File: src/rtl/phase_pair_generator_if.sv
// rtl/phase_pair_generator_if.sv - config handshake and phase output bundle
// Slave side is the generator; master side is whoever programs and observes it.
interface phase_pair_generator_if #(
  parameter int PERIOD_W = 11
) ();
  logic                Enable;
  logic                CfgValid;
  logic                CfgReady;
  logic [PERIOD_W-1:0] HalfPeriod;
  logic [PERIOD_W:0]   PhaseDelay;
  logic                LeftFirst;
  logic                Phase1;
  logic                Phase2;
  logic                Running;
  logic                PeriodDone;
  logic                CfgErr;

  modport master (
    output Enable, CfgValid, HalfPeriod, PhaseDelay, LeftFirst,
    input  CfgReady, Phase1, Phase2, Running, PeriodDone, CfgErr
  );

  modport slave (
    input  Enable, CfgValid, HalfPeriod, PhaseDelay, LeftFirst,
    output CfgReady, Phase1, Phase2, Running, PeriodDone, CfgErr
  );
endinterface

File: src/rtl/phase_pair_generator.sv
// rtl/phase_pair_generator.sv - two square waves with programmable half-period and lead/lag offset
// The offset is in clock cycles from the lead rising edge to the lag rising edge.
module phase_pair_generator #(
  parameter int PERIOD_W = 11
) (
  input  logic                  CLK,
  input  logic                  RST,
  phase_pair_generator_if.slave bus
);
  localparam int CW = PERIOD_W + 1;
  localparam logic [CW-1:0] ONE = CW'(1);

  typedef enum logic [1:0] {S_IDLE, S_RUN, S_DRAIN} state_e;

  state_e              state_q, state_d;
  logic [CW-1:0]       lead_cnt_q, lead_cnt_d;
  logic [CW-1:0]       lag_cnt_q, lag_cnt_d;
  logic                lag_armed_q, lag_armed_d;
  logic                held_vld_q, held_vld_d;
  logic [PERIOD_W-1:0] held_h_q, held_h_d;
  logic [CW-1:0]       held_dly_q, held_dly_d;
  logic                held_lf_q, held_lf_d;
  logic                pend_vld_q, pend_vld_d;
  logic [PERIOD_W-1:0] pend_h_q, pend_h_d;
  logic [CW-1:0]       pend_dly_q, pend_dly_d;
  logic                pend_lf_q, pend_lf_d;
  logic                ph1_q, ph1_d;
  logic                ph2_q, ph2_d;
  logic                period_done_q, period_done_d;
  logic                cfg_err_q, cfg_err_d;

  logic          cfg_ready, accept, acc_ok;
  logic [CW-1:0] acc_p, acc_dly, held_p, pend_p;
  logic          lead_wrap, lag_wrap, lead, lag;

  // Lag counter start so that its zero crossing lands d cycles after the lead's.
  function automatic logic [CW-1:0] lag_reload(input logic [CW-1:0] p, input logic [CW-1:0] d);
    lag_reload = (d == '0) ? '0 : p - d;
  endfunction

  assign cfg_ready = ~pend_vld_q;
  assign accept    = bus.CfgValid & cfg_ready;
  assign acc_ok    = accept & (bus.HalfPeriod != '0);
  assign acc_p     = {bus.HalfPeriod, 1'b0};
  assign acc_dly   = (bus.PhaseDelay >= acc_p) ? acc_p - ONE : bus.PhaseDelay;
  assign held_p    = {held_h_q, 1'b0};
  assign pend_p    = {pend_h_q, 1'b0};
  assign lead_wrap = (lead_cnt_q == held_p - ONE);
  assign lag_wrap  = (lag_cnt_q == held_p - ONE);
  assign lead      = (lead_cnt_q < {1'b0, held_h_q});
  assign lag       = lag_armed_q & (lag_cnt_q < {1'b0, held_h_q});

  always_comb begin
    state_d       = state_q;
    lead_cnt_d    = lead_cnt_q;
    lag_cnt_d     = lag_cnt_q;
    lag_armed_d   = lag_armed_q;
    held_vld_d    = held_vld_q;
    held_h_d      = held_h_q;
    held_dly_d    = held_dly_q;
    held_lf_d     = held_lf_q;
    pend_vld_d    = pend_vld_q;
    pend_h_d      = pend_h_q;
    pend_dly_d    = pend_dly_q;
    pend_lf_d     = pend_lf_q;
    ph1_d         = 1'b0;
    ph2_d         = 1'b0;
    period_done_d = 1'b0;
    cfg_err_d     = accept & (bus.HalfPeriod == '0);

    case (state_q)
      S_IDLE: begin
        if (acc_ok) begin
          held_vld_d = 1'b1;
          held_h_d   = bus.HalfPeriod;
          held_dly_d = acc_dly;
          held_lf_d  = bus.LeftFirst;
        end
        if (bus.Enable && (held_vld_q || acc_ok)) begin
          state_d    = S_RUN;
          lead_cnt_d = '0;
          if (acc_ok) begin
            lag_cnt_d   = lag_reload(acc_p, acc_dly);
            lag_armed_d = (acc_dly == '0);
          end else begin
            lag_cnt_d   = lag_reload(held_p, held_dly_q);
            lag_armed_d = (held_dly_q == '0);
          end
        end
      end

      S_RUN, S_DRAIN: begin
        lead_cnt_d    = lead_wrap ? '0 : lead_cnt_q + ONE;
        lag_cnt_d     = lag_wrap ? '0 : lag_cnt_q + ONE;
        lag_armed_d   = lag_armed_q | lag_wrap;
        ph1_d         = held_lf_q ? lead : lag;
        ph2_d         = held_lf_q ? lag : lead;
        period_done_d = lead_wrap;

        if (acc_ok) begin
          pend_vld_d = 1'b1;
          pend_h_d   = bus.HalfPeriod;
          pend_dly_d = acc_dly;
          pend_lf_d  = bus.LeftFirst;
        end
        // A pending config only takes effect on a lead-period boundary.
        if (lead_wrap && pend_vld_q) begin
          pend_vld_d  = 1'b0;
          held_h_d    = pend_h_q;
          held_dly_d  = pend_dly_q;
          held_lf_d   = pend_lf_q;
          lead_cnt_d  = '0;
          lag_cnt_d   = lag_reload(pend_p, pend_dly_q);
          lag_armed_d = (pend_dly_q == '0);
        end

        if (state_q == S_RUN) begin
          if (!bus.Enable) state_d = S_DRAIN;
        end else if (bus.Enable) begin
          state_d = S_RUN;
        end else if (lead_wrap) begin
          state_d = S_IDLE;
        end
      end

      default: state_d = S_IDLE;
    endcase
  end

  always_ff @(posedge CLK) begin
    if (RST) begin
      state_q       <= S_IDLE;
      lead_cnt_q    <= '0;
      lag_cnt_q     <= '0;
      lag_armed_q   <= 1'b0;
      held_vld_q    <= 1'b0;
      held_h_q      <= '0;
      held_dly_q    <= '0;
      held_lf_q     <= 1'b0;
      pend_vld_q    <= 1'b0;
      pend_h_q      <= '0;
      pend_dly_q    <= '0;
      pend_lf_q     <= 1'b0;
      ph1_q         <= 1'b0;
      ph2_q         <= 1'b0;
      period_done_q <= 1'b0;
      cfg_err_q     <= 1'b0;
    end else begin
      state_q       <= state_d;
      lead_cnt_q    <= lead_cnt_d;
      lag_cnt_q     <= lag_cnt_d;
      lag_armed_q   <= lag_armed_d;
      held_vld_q    <= held_vld_d;
      held_h_q      <= held_h_d;
      held_dly_q    <= held_dly_d;
      held_lf_q     <= held_lf_d;
      pend_vld_q    <= pend_vld_d;
      pend_h_q      <= pend_h_d;
      pend_dly_q    <= pend_dly_d;
      pend_lf_q     <= pend_lf_d;
      ph1_q         <= ph1_d;
      ph2_q         <= ph2_d;
      period_done_q <= period_done_d;
      cfg_err_q     <= cfg_err_d;
    end
  end

  assign bus.CfgReady   = cfg_ready;
  assign bus.Phase1     = ph1_q;
  assign bus.Phase2     = ph2_q;
  assign bus.Running    = (state_q != S_IDLE);
  assign bus.PeriodDone = period_done_q;
  assign bus.CfgErr     = cfg_err_q;
endmodule

File: src/flat_wrapper.sv
// flat-port wrapper written by rule: the top's interface ports become plain ports
module phase_pair_generator_flat 
#(
  parameter int PERIOD_W = 11
)
  (CLK, RST, bus_Enable, bus_CfgValid, bus_HalfPeriod, bus_PhaseDelay, bus_LeftFirst, bus_CfgReady, bus_Phase1, bus_Phase2, bus_Running, bus_PeriodDone, bus_CfgErr);
  phase_pair_generator_if #(.PERIOD_W(PERIOD_W)) bus_i ();
  input  logic CLK;
  input  logic RST;
  input wire logic [$bits(bus_i.Enable)-1:0] bus_Enable;
  input wire logic [$bits(bus_i.CfgValid)-1:0] bus_CfgValid;
  input wire logic [$bits(bus_i.HalfPeriod)-1:0] bus_HalfPeriod;
  input wire logic [$bits(bus_i.PhaseDelay)-1:0] bus_PhaseDelay;
  input wire logic [$bits(bus_i.LeftFirst)-1:0] bus_LeftFirst;
  output wire logic [$bits(bus_i.CfgReady)-1:0] bus_CfgReady;
  output wire logic [$bits(bus_i.Phase1)-1:0] bus_Phase1;
  output wire logic [$bits(bus_i.Phase2)-1:0] bus_Phase2;
  output wire logic [$bits(bus_i.Running)-1:0] bus_Running;
  output wire logic [$bits(bus_i.PeriodDone)-1:0] bus_PeriodDone;
  output wire logic [$bits(bus_i.CfgErr)-1:0] bus_CfgErr;
  assign bus_i.Enable = bus_Enable;
  assign bus_i.CfgValid = bus_CfgValid;
  assign bus_i.HalfPeriod = bus_HalfPeriod;
  assign bus_i.PhaseDelay = bus_PhaseDelay;
  assign bus_i.LeftFirst = bus_LeftFirst;
  assign bus_CfgReady = bus_i.CfgReady;
  assign bus_Phase1 = bus_i.Phase1;
  assign bus_Phase2 = bus_i.Phase2;
  assign bus_Running = bus_i.Running;
  assign bus_PeriodDone = bus_i.PeriodDone;
  assign bus_CfgErr = bus_i.CfgErr;
  phase_pair_generator #(.PERIOD_W(PERIOD_W)) u_core (.CLK(CLK), .RST(RST), .bus(bus_i));
endmodule
File: config.mk
export PLATFORM = sky130hd
export DESIGN_NAME = phase_pair_generator_flat
export DESIGN_NICKNAME = d
export VERILOG_FILES = /design/src/rtl/phase_pair_generator_if.sv /design/src/rtl/phase_pair_generator.sv /design/src/flat_wrapper.sv
export SDC_FILE = /design/constraint.sdc
export NUM_CORES = 1
export LEC_CHECK = 0
export ABC_AREA = 1
export ABC_CLOCK_PERIOD_IN_PS = 4200
export CORE_MARGIN = 2
export CORE_UTILIZATION = 55
export CTS_CLUSTER_SIZE = 12
export DETAILED_ROUTE_END_ITERATION = 10
export PLACE_DENSITY = 0.75
export SYNTH_ARGS = -nofsm -noshare
export SYNTH_HDL_FRONTEND = slang
export SYNTH_SLANG_ARGS = --single-unit
File: constraint.sdc
create_clock -name CLK -period 4.2 [get_ports CLK]
set_clock_uncertainty 0.15 [all_clocks]
set_input_delay 0.84 -clock CLK [delete_from_list [all_inputs] [get_ports CLK]]
set_output_delay 0.84 -clock CLK [all_outputs]
set_load 0.01 [all_outputs]
* Yosys cells after proc, flatten, opt, wreduce, memory -nomap -nowiden
Cells that the tools add are included.
** Word-level totals
- Register bits after elaboration :: 81
- Bits in latches :: 0
- RAM bits :: 0
- ROM bits :: 0
- Bits of input ports :: 28
- Output and inout bits :: 6
- Word-level logic and storage cells :: 98
- Memories :: 0
** Cells by class
- Add/sub/neg operators :: 7
- Multipliers :: 0
- Divide/modulo/power cells :: 0
- $lt $le $gt $ge :: 3
- Eq/ne operators :: 9
- Shift-type cells :: 0
- Mux-type cells :: 36
- Bitwise logic cells :: 7
- Reductions and logical operators :: 20
** Operators by type and width (number)
- $mux W12 :: 13
- $pmux W12 S2 :: 3
- $logic_not A12 Y1 :: 3
- $sub A12 B12 Y12 :: 3
- $add A12 B1 Y12 const B :: 2
- $eq A12 B12 Y1 :: 2
- $lt A12 B11 Y1 :: 2
- $sub A12 B1 Y12 const B :: 2
- $mux W11 :: 2
- $pmux W11 S2 :: 1
- $ge A12 B12 Y1 :: 1
- $logic_not A11 Y1 :: 1
- $reduce_bool A11 Y1 :: 1
- $mux W2 :: 5
- $mux W1 :: 9
- $reduce_and A2 Y1 :: 4
- $ne A2 B1 Y1 const B :: 3
- $reduce_and A3 Y1 :: 2
- $reduce_bool A2 Y1 :: 3
- $and A1 B1 Y1 :: 4
- $ne A4 B2 Y1 const B :: 1
- $pmux W1 S2 :: 2
- $pmux W2 S2 :: 1
- $reduce_or A2 Y1 :: 2
- other kinds (8) :: 10

* Longest topological paths before layout
Gate-level depths: netlist of the first run.
- Depth after elaboration :: 7
- Mapped depth :: 32
- Gate-level depth less buffers :: 32

* Least setup slack after synthesis of the first run
Ideal clock, no wire load.
- Kind :: input to register
- Start :: input bus_HalfPeriod[10]
- End :: register u_core.lag_cnt_q[10]
- Library setup time :: 0.070 ns
- Arrival time :: 3.608 ns
- Required time :: 3.980 ns
- Slack :: 0.372 ns
- Stages :: 32
- Path buffers :: 1
- Path through :: inv_1 > ha_1 > nand2_1 > inv_1 > nand2_1 > nor2_1 > nand2_1 > nand3_2 > buf_2 > nand2_1 > o21ai_0 > inv_1 > fa_1 > nand3_1 > nand2_1 > nand2_1 > nand2_1 > nand2_1 > nand2_1 > nand2_1 > nand2_1 > nand2_1 > nand2_1 > nand2_1 > nand2_1 > nand2_1 > nand2_1 > nand2_1 > nand3_1 > nand2_1 > nand2_1 > a21oi_1
** Between the ends
- Longest elaborated chain between the ends :: 7
- Elaborated cells on any way between the ends :: 15
- Those cells by class :: 2 x add/sub; 1 x order compare; 1 x eq/ne; 5 x mux; 1 x bitwise; 5 x reduce/logical
** Ends and longest elaborated chain
- from (decl) :: line flat_wrapper.sv:12 : input wire logic [$bits(bus_i.HalfPeriod)-1:0] bus_HalfPeriod;
- $ge A12 B12 Y1 or $sub A12 B1 Y12 (tied branches) :: line phase_pair_generator.sv:45 : assign acc_dly = (bus.PhaseDelay >= acc_p) ? acc_p - ONE : bus.PhaseDelay;
- $mux W12 :: line phase_pair_generator.sv:45
- $sub A12 B12 Y12 or $logic_not A12 Y1 (tied branches) :: line phase_pair_generator.sv:38 : lag_reload = (d == '0) ? '0 : p - d;
- $mux W12 :: line phase_pair_generator.sv:38
- $mux W12 :: line phase_pair_generator.sv:82 : if (acc_ok) begin
- $mux W12 :: line phase_pair_generator.sv:79 : if (bus.Enable && (held_vld_q || acc_ok)) begin
- $pmux W12 S2 :: line phase_pair_generator.sv:71 : case (state_q)
- to (signal assigned) :: line phase_pair_generator.sv:151 : lag_cnt_q <= lag_cnt_d;
- to (decl) :: line phase_pair_generator.sv:17 : logic [CW-1:0] lag_cnt_q, lag_cnt_d;
Several ways; a longest one is shown, not always the timed one. The select of a mux whose other input is x is not followed.
A chain may end at the register's enable or synchronous reset.

* Worst setup path after layout of the first run
- Start :: input bus_PhaseDelay[11]
- End :: register u_core.lag_cnt_q[10]
** Between the ends
- Longest elaborated chain between the ends :: 7
- Elaborated cells on any way between the ends :: 8
- Those cells by class :: 1 x add/sub; 1 x order compare; 5 x mux; 1 x reduce/logical
** Ends and longest elaborated chain
- from (decl) :: line flat_wrapper.sv:13 : input wire logic [$bits(bus_i.PhaseDelay)-1:0] bus_PhaseDelay;
- $ge A12 B12 Y1 :: line phase_pair_generator.sv:45
- $mux W12 * :: line phase_pair_generator.sv:45
- $sub A12 B12 Y12 or $logic_not A12 Y1 (tied branches) :: line phase_pair_generator.sv:38
- $mux W12 * :: line phase_pair_generator.sv:38
- $mux W12 * :: line phase_pair_generator.sv:82
- $mux W12 * :: line phase_pair_generator.sv:79
- $pmux W12 S2 * :: line phase_pair_generator.sv:71
Every way passes the cells marked *; elsewhere a longest branch is shown, timed or not. The select of a mux whose other input is x is not followed.

==> results.rst, run 1 <==
.. list-table::
   :header-rows: 1

   * - Metric
     - Value
   * - Average cell area after synthesis
     - 6.36 µm²
   * - Post-synthesis register bit count
     - 81
   * - Net total in the final layout
     - 1346
   * - Worst Tran Pin Value
     - 642 ps
   * - Leakage power summed over all cells
     - 0.00426 µW
   * - R2R Path Start
     - u_core.held_h_q[0]
   * - Wire length on met3
     - 1.70 mm
   * - CTS buffer count
     - 9
   * - Netlist area before placement
     - 7400 µm²
   * - Ratio of total power to cell area
     - 728 nW/µm²
   * - Final worst setup slack
     - 307 ps
   * - Total number of vias
     - 7958
   * - Area of the die
     - 14400 µm²
   * - Routability congestion estimate
     - 0.979
   * - Remaining DRCs
     - 0
   * - Startpoint-to-endpoint class of the critical path
     - input port to flop
   * - Setup slack after placement
     - -153 ps
   * - Final critical-path required period
     - 3890 ps
   * - Number of diodes
     - 0
   * - Max FO, Critical Path
     - 9
   * - Total nets after synthesis
     - 1262
   * - Total of buffers placed on input and output ports
     - 33
   * - First DRT Iteration DRCs
     - 882
   * - Post-Layout Cell Count
     - 1429
   * - First-pass GRT wire length
     - 35.9 mm
   * - Fraction of the core area covered by cells at the end of the flow
     - 65.8%
   * - Arrival time of data at the critical path endpoint
     - 4020 ps
   * - Post-DP HPWL
     - 18.2 mm
   * - Launching element of the worst setup path
     - bus_PhaseDelay[11]
   * - Ports
     - 34
   * - DIE HEIGHT
     - 120 µm
   * - Hold_buf cts
     - 0
   * - Most common cell on crit path
     - nand2_1
   * - Number of distinct library cells after synthesis
     - 46
   * - CTS Buffer Depth
     - 2
   * - Post-synthesis share of cell area spent on full adders, half adders and majority gates
     - 12.1%
   * - VDD IR-drop max
     - 0.000539 V
   * - Register area share after synthesis
     - 21.9%
   * - Sinks on the clock net
     - 81
   * - Worst Hold Class
     - flop to flop
   * - Width of the die
     - 120 µm
   * - Hold Fails Final Rpt
     - 0
   * - WL final
     - 22.6 mm
   * - R2r setup slk
     - 770 ps
   * - Share of cell area taken by muxes after synthesis
     - 0%
   * - Clock transition time at the flip-flop clock pins of the worst setup and hold paths
     - 60 ps
   * - Main combinational cell family by area after synthesis
     - simple AND/OR/NAND/NOR gates
   * - Number of enable flip-flop cells after synthesis
     - 0
   * - Outcome
     - finished clean
   * - Wire length the detailed router placed on met1
     - 10.3 mm
   * - Remaining global-route overflow
     - 0
   * - Final slew viol count
     - 0
   * - Number of iterations in the first detailed-routing pass
     - 6
   * - Number of antenna violations at the first check in global routing
     - 0
   * - CP peak stage delay
     - 500 ps
   * - Cell count after placement
     - 1411
   * - Final hold slack
     - 301 ps
   * - Site row count
     - 42
   * - Via count of the first global-routing pass
     - 7066
   * - Highest clock rate
     - 257 MHz
   * - Global-route usage over all layers
     - 31.7%
   * - Clk root buf
     - clkbuf_16
   * - Area used by sequential logic in the layout
     - 1620 µm²
   * - Min-delay src
     - u_core.held_vld_q
   * - Post-synthesis async set-or-reset flop share
     - 0%
   * - Number of max-cap violations
     - 0
   * - Area fraction in compound gates after synthesis
     - 18.2%
   * - Proportion of layout cells with a drive suffix above 1
     - 11.0%
   * - Number of H-tree branching levels
     - 3
   * - DR top layer
     - met4
   * - Antenna-violating nets left
     - 0
   * - Average via count per standard cell
     - 5.57
   * - Final total negative setup slack
     - 0 ps
   * - Startpoint type of the worst setup path
     - input port
   * - Multi-input gate area in the final layout
     - 5010 µm²
   * - Synthesized instance count
     - 1164
   * - Maximum number of pins on one net before global-route repair
     - 44
   * - Kind of end point of the critical path
     - flop
   * - Starting Density
     - 56.1%
   * - Tcrit/Tclk final
     - 92.7%
   * - Post-synth top flop
     - dfxtp_1
   * - TritonCTS clock tree
     - done
   * - Simple-gate area share of the yosys netlist
     - 30.9%
   * - XOR/XNOR Fraction of Synth Area
     - 5.54%
   * - Slowest stage cell, crit path
     - clkdlybuf4s50_1
   * - WL per Instance
     - 15.8 µm
   * - Placeable core area
     - 13200 µm²
   * - Layout filler cell count
     - 1235
   * - Length of routed met2 wiring
     - 10.2 mm
   * - Synthesis-to-finish area growth
     - 17.3%
   * - Worst path required time
     - 4330 ps
   * - Tightest slew margin relative to the limit
     - 57.2%
   * - Final-report setup violation count
     - 0
   * - Yosys warns
     - 0
   * - Skew-Pair Late Insertion Delay
     - 350 ps
[cell families after synthesis]
family / Yosys count
DFF: 81
AOI/OAI and AO/OA: 239
xor gates and xnor gates: 46
and+or+nand+nor: 515
adders and majority gates: 70
buffers and inverters: 213
[routing by layer]
layer / GRT usage, % / vias to the layer above
li1: - / 4015
met1: 44.4 / 3616
met2: 50.9 / 298
met3: 5.13 / 29
met4: 7.57 / 0
met5: 0 / -
[state kept, by name (all words and copies together), names as in the netlist]
| name | cells |
|---|---|
| u_core.pend_h_q | 11 |
| u_core.bus.CfgErr | 1 |
| u_core.pend_vld_q | 1 |
| u_core.bus.Phase2 | 1 |
| u_core.pend_lf_q | 1 |
| u_core.lag_armed_q | 1 |
| u_core.bus.Phase1 | 1 |
| u_core.held_lf_q | 1 |
| u_core.lead_cnt_q | 12 |
| u_core.held_h_q | 11 |
| u_core.pend_dly_q | 12 |
| u_core.bus.PeriodDone | 1 |
| u_core.held_vld_q | 1 |
| u_core.lag_cnt_q | 12 |
| u_core.held_dly_q | 12 |
| u_core.state_q | 2 |
[critical path: cells and delay by family]
family                   cells  cell delay [ps]
AO/OA/AOI/OAI                2              260
adder cells (fa/ha/maj)      2              530
buffers and inverters        4              750
AND/OR/NAND/NOR             24             1660
[cells in the final DEF (no fill, tap or decap), types with 7 or more instances in the layout]
cell	Yosys	layout
clkdlybuf4s50_1	0	32
o21ai_0	101	98
ha_1	67	64
nor2_1	89	88
xor2_1	37	37
inv_1	178	174
nand3b_1	8	8
nor4_1	10	10
nand4_1	30	30
inv_2	5	9
a211oi_2	12	12
clkbuf_16	0	9
a21oi_1	97	95
nor3_1	19	19
xnor2_1	8	8
nand3_1	66	66
o211ai_1	7	7
buf_4	0	68
nand2_1	267	265
dfxtp_1	81	81
[path summary, 6_finish.rpt]
kind                                        endpoint  depth (start not counted)
worst min register to register     u_core.held_vld_q                          2
worst max register to register  u_core.held_dly_q[9]                         17
worst max-delay path            u_core.lag_cnt_q[10]                         32
worst min-delay path               u_core.held_vld_q                          2
[Yosys cell counts, types with 4 or more instances]
cell type | count | area [µm²]
nor2_2 | 4 | 25.0
or2_2 | 4 | 25.0
nand2_1 | 267 | 1000
nor2_1 | 89 | 334
a211oi_2 | 12 | 150
nor4_1 | 10 | 62.6
a31oi_1 | 5 | 31.3
buf_6 | 4 | 45.0
o21ai_0 | 101 | 505
inv_1 | 178 | 668
clkbuf_1 | 19 | 71.3
xor2_1 | 37 | 324
nand3_2 | 4 | 40.0
buf_2 | 4 | 20.0
a21oi_1 | 97 | 485
nand3_1 | 66 | 330
nor2_4 | 4 | 45.0
o211ai_1 | 7 | 52.6
ha_1 | 67 | 838
nor3_1 | 19 | 95.1
xnor2_1 | 8 | 70.1
nand3b_1 | 8 | 60.1
dfxtp_1 | 81 | 1620
inv_2 | 5 | 18.8
nand4_1 | 30 | 188
[cell type report]
cell class | instances | share of cell area, %
clock buffer | 11 | 2.80
clock inverter | 5 | 0.360
inverter | 184 | 7.96
multi-input combinational | 870 | 57.7
sequential | 81 | 18.7
tap | 176 | 2.54
timing repair buffer | 102 | 9.94
[repair_timing]
item | 4_1_cts | 5_1_grt
gates resized for setup | 0 | 17
setup buffers | 0 | 2
endpoints found under the setup margin | 0 | 5
[where the power goes]
| part | switching, µW | internal, µW | leakage [µW] |
|---|---|---|---|
| clock network | 319 | 414 | 0.000135 |
| logic | 2760 | 1560 | 0.00346 |
| registers | 262 | 1010 | 0.000665 |
| total | 3340 | 2980 | 0.00426 |
[through the flow]
step	total power, µW	cell area [µm²]
floorplan	4320	7400
global placement	5420	8330
detailed placement	5470	8330
CTS	6220	8600
global route	6890	8680
finish	6320	8680
Note: power is estimated with default switching activity, not from simulation.
==> run 2: changes to the inputs <==
CORE_UTILIZATION = 50   (was 55)
PLACE_DENSITY = 0.69   (was 0.75)
==> results.rst, run 2 (same netlist as run 1, synthesis figures left out) <==
.. list-table::
   :header-rows: 1

   * - Metric
     - Value
   * - Outcome
     - finished clean (unchanged)
   * - Critical Path Stages
     - 33 (was 32)
   * - Number of H-tree branching levels
     - 3 (unchanged)
   * - Startpoint type of the worst setup path
     - input port (unchanged)
   * - Remaining DRCs
     - 0 (unchanged)
   * - Layout filler cell count
     - 1377 (was 1235)
   * - Depth of the worst register-to-register path
     - 18 (was 17)
   * - Number of iterations in the first detailed-routing pass
     - 7 (was 6)
   * - Number of max-cap violations
     - 0 (unchanged)
   * - Fraction of the core area covered by cells at the end of the flow
     - 60.2% (was 65.8%)
   * - Tightest slew margin relative to the limit
     - 54.4% (was 57.2%)
   * - Skew-Pair Late Insertion Delay
     - 340 ps (was 350 ps)
   * - Number of antenna violations at the first check in global routing
     - 1 (was 0)
   * - Sinks on the clock net
     - 81 (unchanged)
   * - WL per Instance
     - 16.3 µm (was 15.8 µm)
   * - Placeable core area
     - 14500 µm² (was 13200 µm²)
   * - Global-route usage over all layers
     - 30.0% (was 31.7%)
   * - VDD IR-drop max
     - 0.000517 V (was 0.000539 V)
   * - Most common cell on crit path
     - nand2_1 (unchanged)
   * - Routability congestion estimate
     - 0.953 (was 0.979)
   * - Hold_buf cts
     - 0 (unchanged)
   * - Leakage power summed over all cells
     - 0.00428 µW (was 0.00426 µW)
   * - End point of the most critical hold path
     - u_core.pend_lf_q (was u_core.held_vld_q)
   * - Area of the die
     - 15800 µm² (was 14400 µm²)
   * - RSZ-0062 raised after global routing
     - false
   * - Via count of the first global-routing pass
     - 7168 (was 7066)
   * - Site row count
     - 44 (was 42)
   * - Clock transition time at the flip-flop clock pins of the worst setup and hold paths
     - 60 ps (about the same)
   * - Post_cts resized
     - 0 (unchanged)
   * - Tcrit/Tclk final
     - 93.0% (was 92.7%)
   * - R2R Path Start
     - u_core.held_h_q[0] (unchanged)
   * - Width of the die
     - 126 µm (was 120 µm)
   * - Startpoint-to-endpoint class of the critical path
     - input port to flop (unchanged)
   * - Arrival time of data at the critical path endpoint
     - 4030 ps (was 4020 ps)
   * - Highest clock rate
     - 256 MHz (was 257 MHz)
   * - Clk root buf
     - clkbuf_16 (unchanged)
   * - Hold Fails Final Rpt
     - 0 (unchanged)
   * - Total setup buffers inserted after CTS
     - 0 (unchanged)
   * - CTS Buffer Depth
     - 2 (unchanged)
   * - Antenna-violating nets left
     - 0 (unchanged)
   * - CP peak stage delay
     - 500 ps (about the same)
   * - Final critical-path required period
     - 3910 ps (was 3890 ps)
   * - Most common cell after layout, fill and taps aside
     - nand2_1 (unchanged)
   * - Kind of end point of the critical path
     - flop (unchanged)
   * - Maximum number of pins on one net before global-route repair
     - 35 (was 44)
   * - Worst path required time
     - 4330 ps (about the same)
   * - Total number of vias
     - 7929 (was 7958)
   * - Final total negative setup slack
     - 0 ps (unchanged)
   * - Cell class contributing the biggest share of worst-path delay
     - simple AND/OR/NAND/NOR gates (unchanged)
   * - CTS buffer count
     - 9 (unchanged)
   * - Worst Tran Pin Value
     - 684 ps (was 642 ps)
   * - Synthesis-to-finish area growth
     - 17.7% (was 17.3%)
   * - Slowest stage cell, crit path
     - clkdlybuf4s50_1 (unchanged)
   * - Worst Hold Class
     - flop to flop (unchanged)
   * - Starting Density
     - 51.1% (was 56.1%)
   * - Ports
     - 34 (unchanged)
   * - Ratio of total power to cell area
     - 747 nW/µm² (was 728 nW/µm²)
   * - Max FO, Critical Path
     - 7 (was 9)
   * - Final-report setup violation count
     - 0 (unchanged)
   * - Cell depth of the worst min-delay path
     - 2 (unchanged)
   * - DIE HEIGHT
     - 126 µm (was 120 µm)
   * - Net total in the final layout
     - 1344 (was 1346)
   * - Final slew viol count
     - 0 (unchanged)
   * - Post-DP HPWL
     - 18.9 mm (was 18.2 mm)
   * - First-pass GRT wire length
     - 37.8 mm (was 35.9 mm)
   * - Placed inst area
     - 8340 µm² (was 8330 µm²)
   * - Buffers and inverters on the worst path
     - 5 (was 4)
   * - Final Cell Area
     - 8720 µm² (was 8680 µm²)
   * - Remaining global-route overflow
     - 0 (unchanged)
   * - First DRT Iteration DRCs
     - 701 (was 882)
   * - Commonest cells after routing, fill and taps aside
     - 266 x nand2_1, 178 x inv_1, 98 x o21ai_0 (was 265 x nand2_1, 174 x inv_1, 98 x o21ai_0)
   * - TritonCTS clock tree
     - done (unchanged)
   * - Number of diodes
     - 0 (unchanged)
   * - Min-delay src
     - u_core.pend_lf_q (was u_core.held_vld_q)
   * - Average via count per standard cell
     - 5.53 (was 5.57)
   * - Proportion of layout cells with a drive suffix above 1
     - 10.5% (was 11.0%)
   * - R2r setup slk
     - 810 ps (was 770 ps)
   * - WL final
     - 23.4 mm (was 22.6 mm)
   * - Reg2reg end
     - u_core.held_h_q[3] (was u_core.held_dly_q[9])
   * - Total of buffers placed on input and output ports
     - 33 (unchanged)
## run 2: changes by cell type in the layout (fill, tap and decap cells not counted), sizes merged
cell,previous run,this run
clkbuf,11,10
inv,183,184
clkinv,5,3
buf,69,67
bufinv,0,2
## run 2: through the flow
step                std cells  total power, µW  setup WS, ps  hold slack [ps]
floorplan                1164             4320           372              275
global placement         1419             5490         -87.3              289
detailed placement       1419             5540          -181              291
CTS                      1435             6440           168              301
global route             1435             7110          30.9              317
finish                   1435             6510           294              302
## run 2: layout make-up
type                            count  area (µm²)  share of cell area [%]
Timing Repair Buffer              100         856                    9.82
Inverter                          184         691                    7.92
Multi-Input combinational cell    870        4990                    57.2
Tap cell                          184         230                    2.64
Clock inverter                      6        90.1                    1.03
Clock buffer                       10         239                    2.74
Sequential cell                    81        1620                    18.6
## run 2: worst max-delay path by stage
stage	to	slack [ps]	from
after floorplan	u_core.lag_cnt_q[10]	370	bus_HalfPeriod[10]
after CTS	u_core.lag_cnt_q[10]	170	bus_HalfPeriod[10]
final	u_core.lag_cnt_q[10]	290	bus_HalfPeriod[9]
after global placement	u_core.lag_cnt_q[10]	-90	bus_HalfPeriod[10]
after detailed placement	u_core.lag_cnt_q[10]	-180	bus_HalfPeriod[10]
after global routing	u_core.lag_cnt_q[11]	30	bus_HalfPeriod[6]
## run 2: worst min-delay path: stages (launching register included)
cell and delay (ps):
dfxtp_1 290, inv_1 50, a21oi_1 60
## run 2: metal layers
layer | part of all wire (%) | global-route usage (%)
met4 | 2.6 | 8.50
met3 | 8.3 | 5.18
met1 | 44 | 42.0
met5 | 0 | 0
met2 | 45 | 47.5
## run 2: report_power, final
group | total (µW) | switching (µW) | internal (µW)
Clock | 873 | 333 | 539
Sequential | 1270 | 261 | 1010
Combinational | 4370 | 2800 | 1570
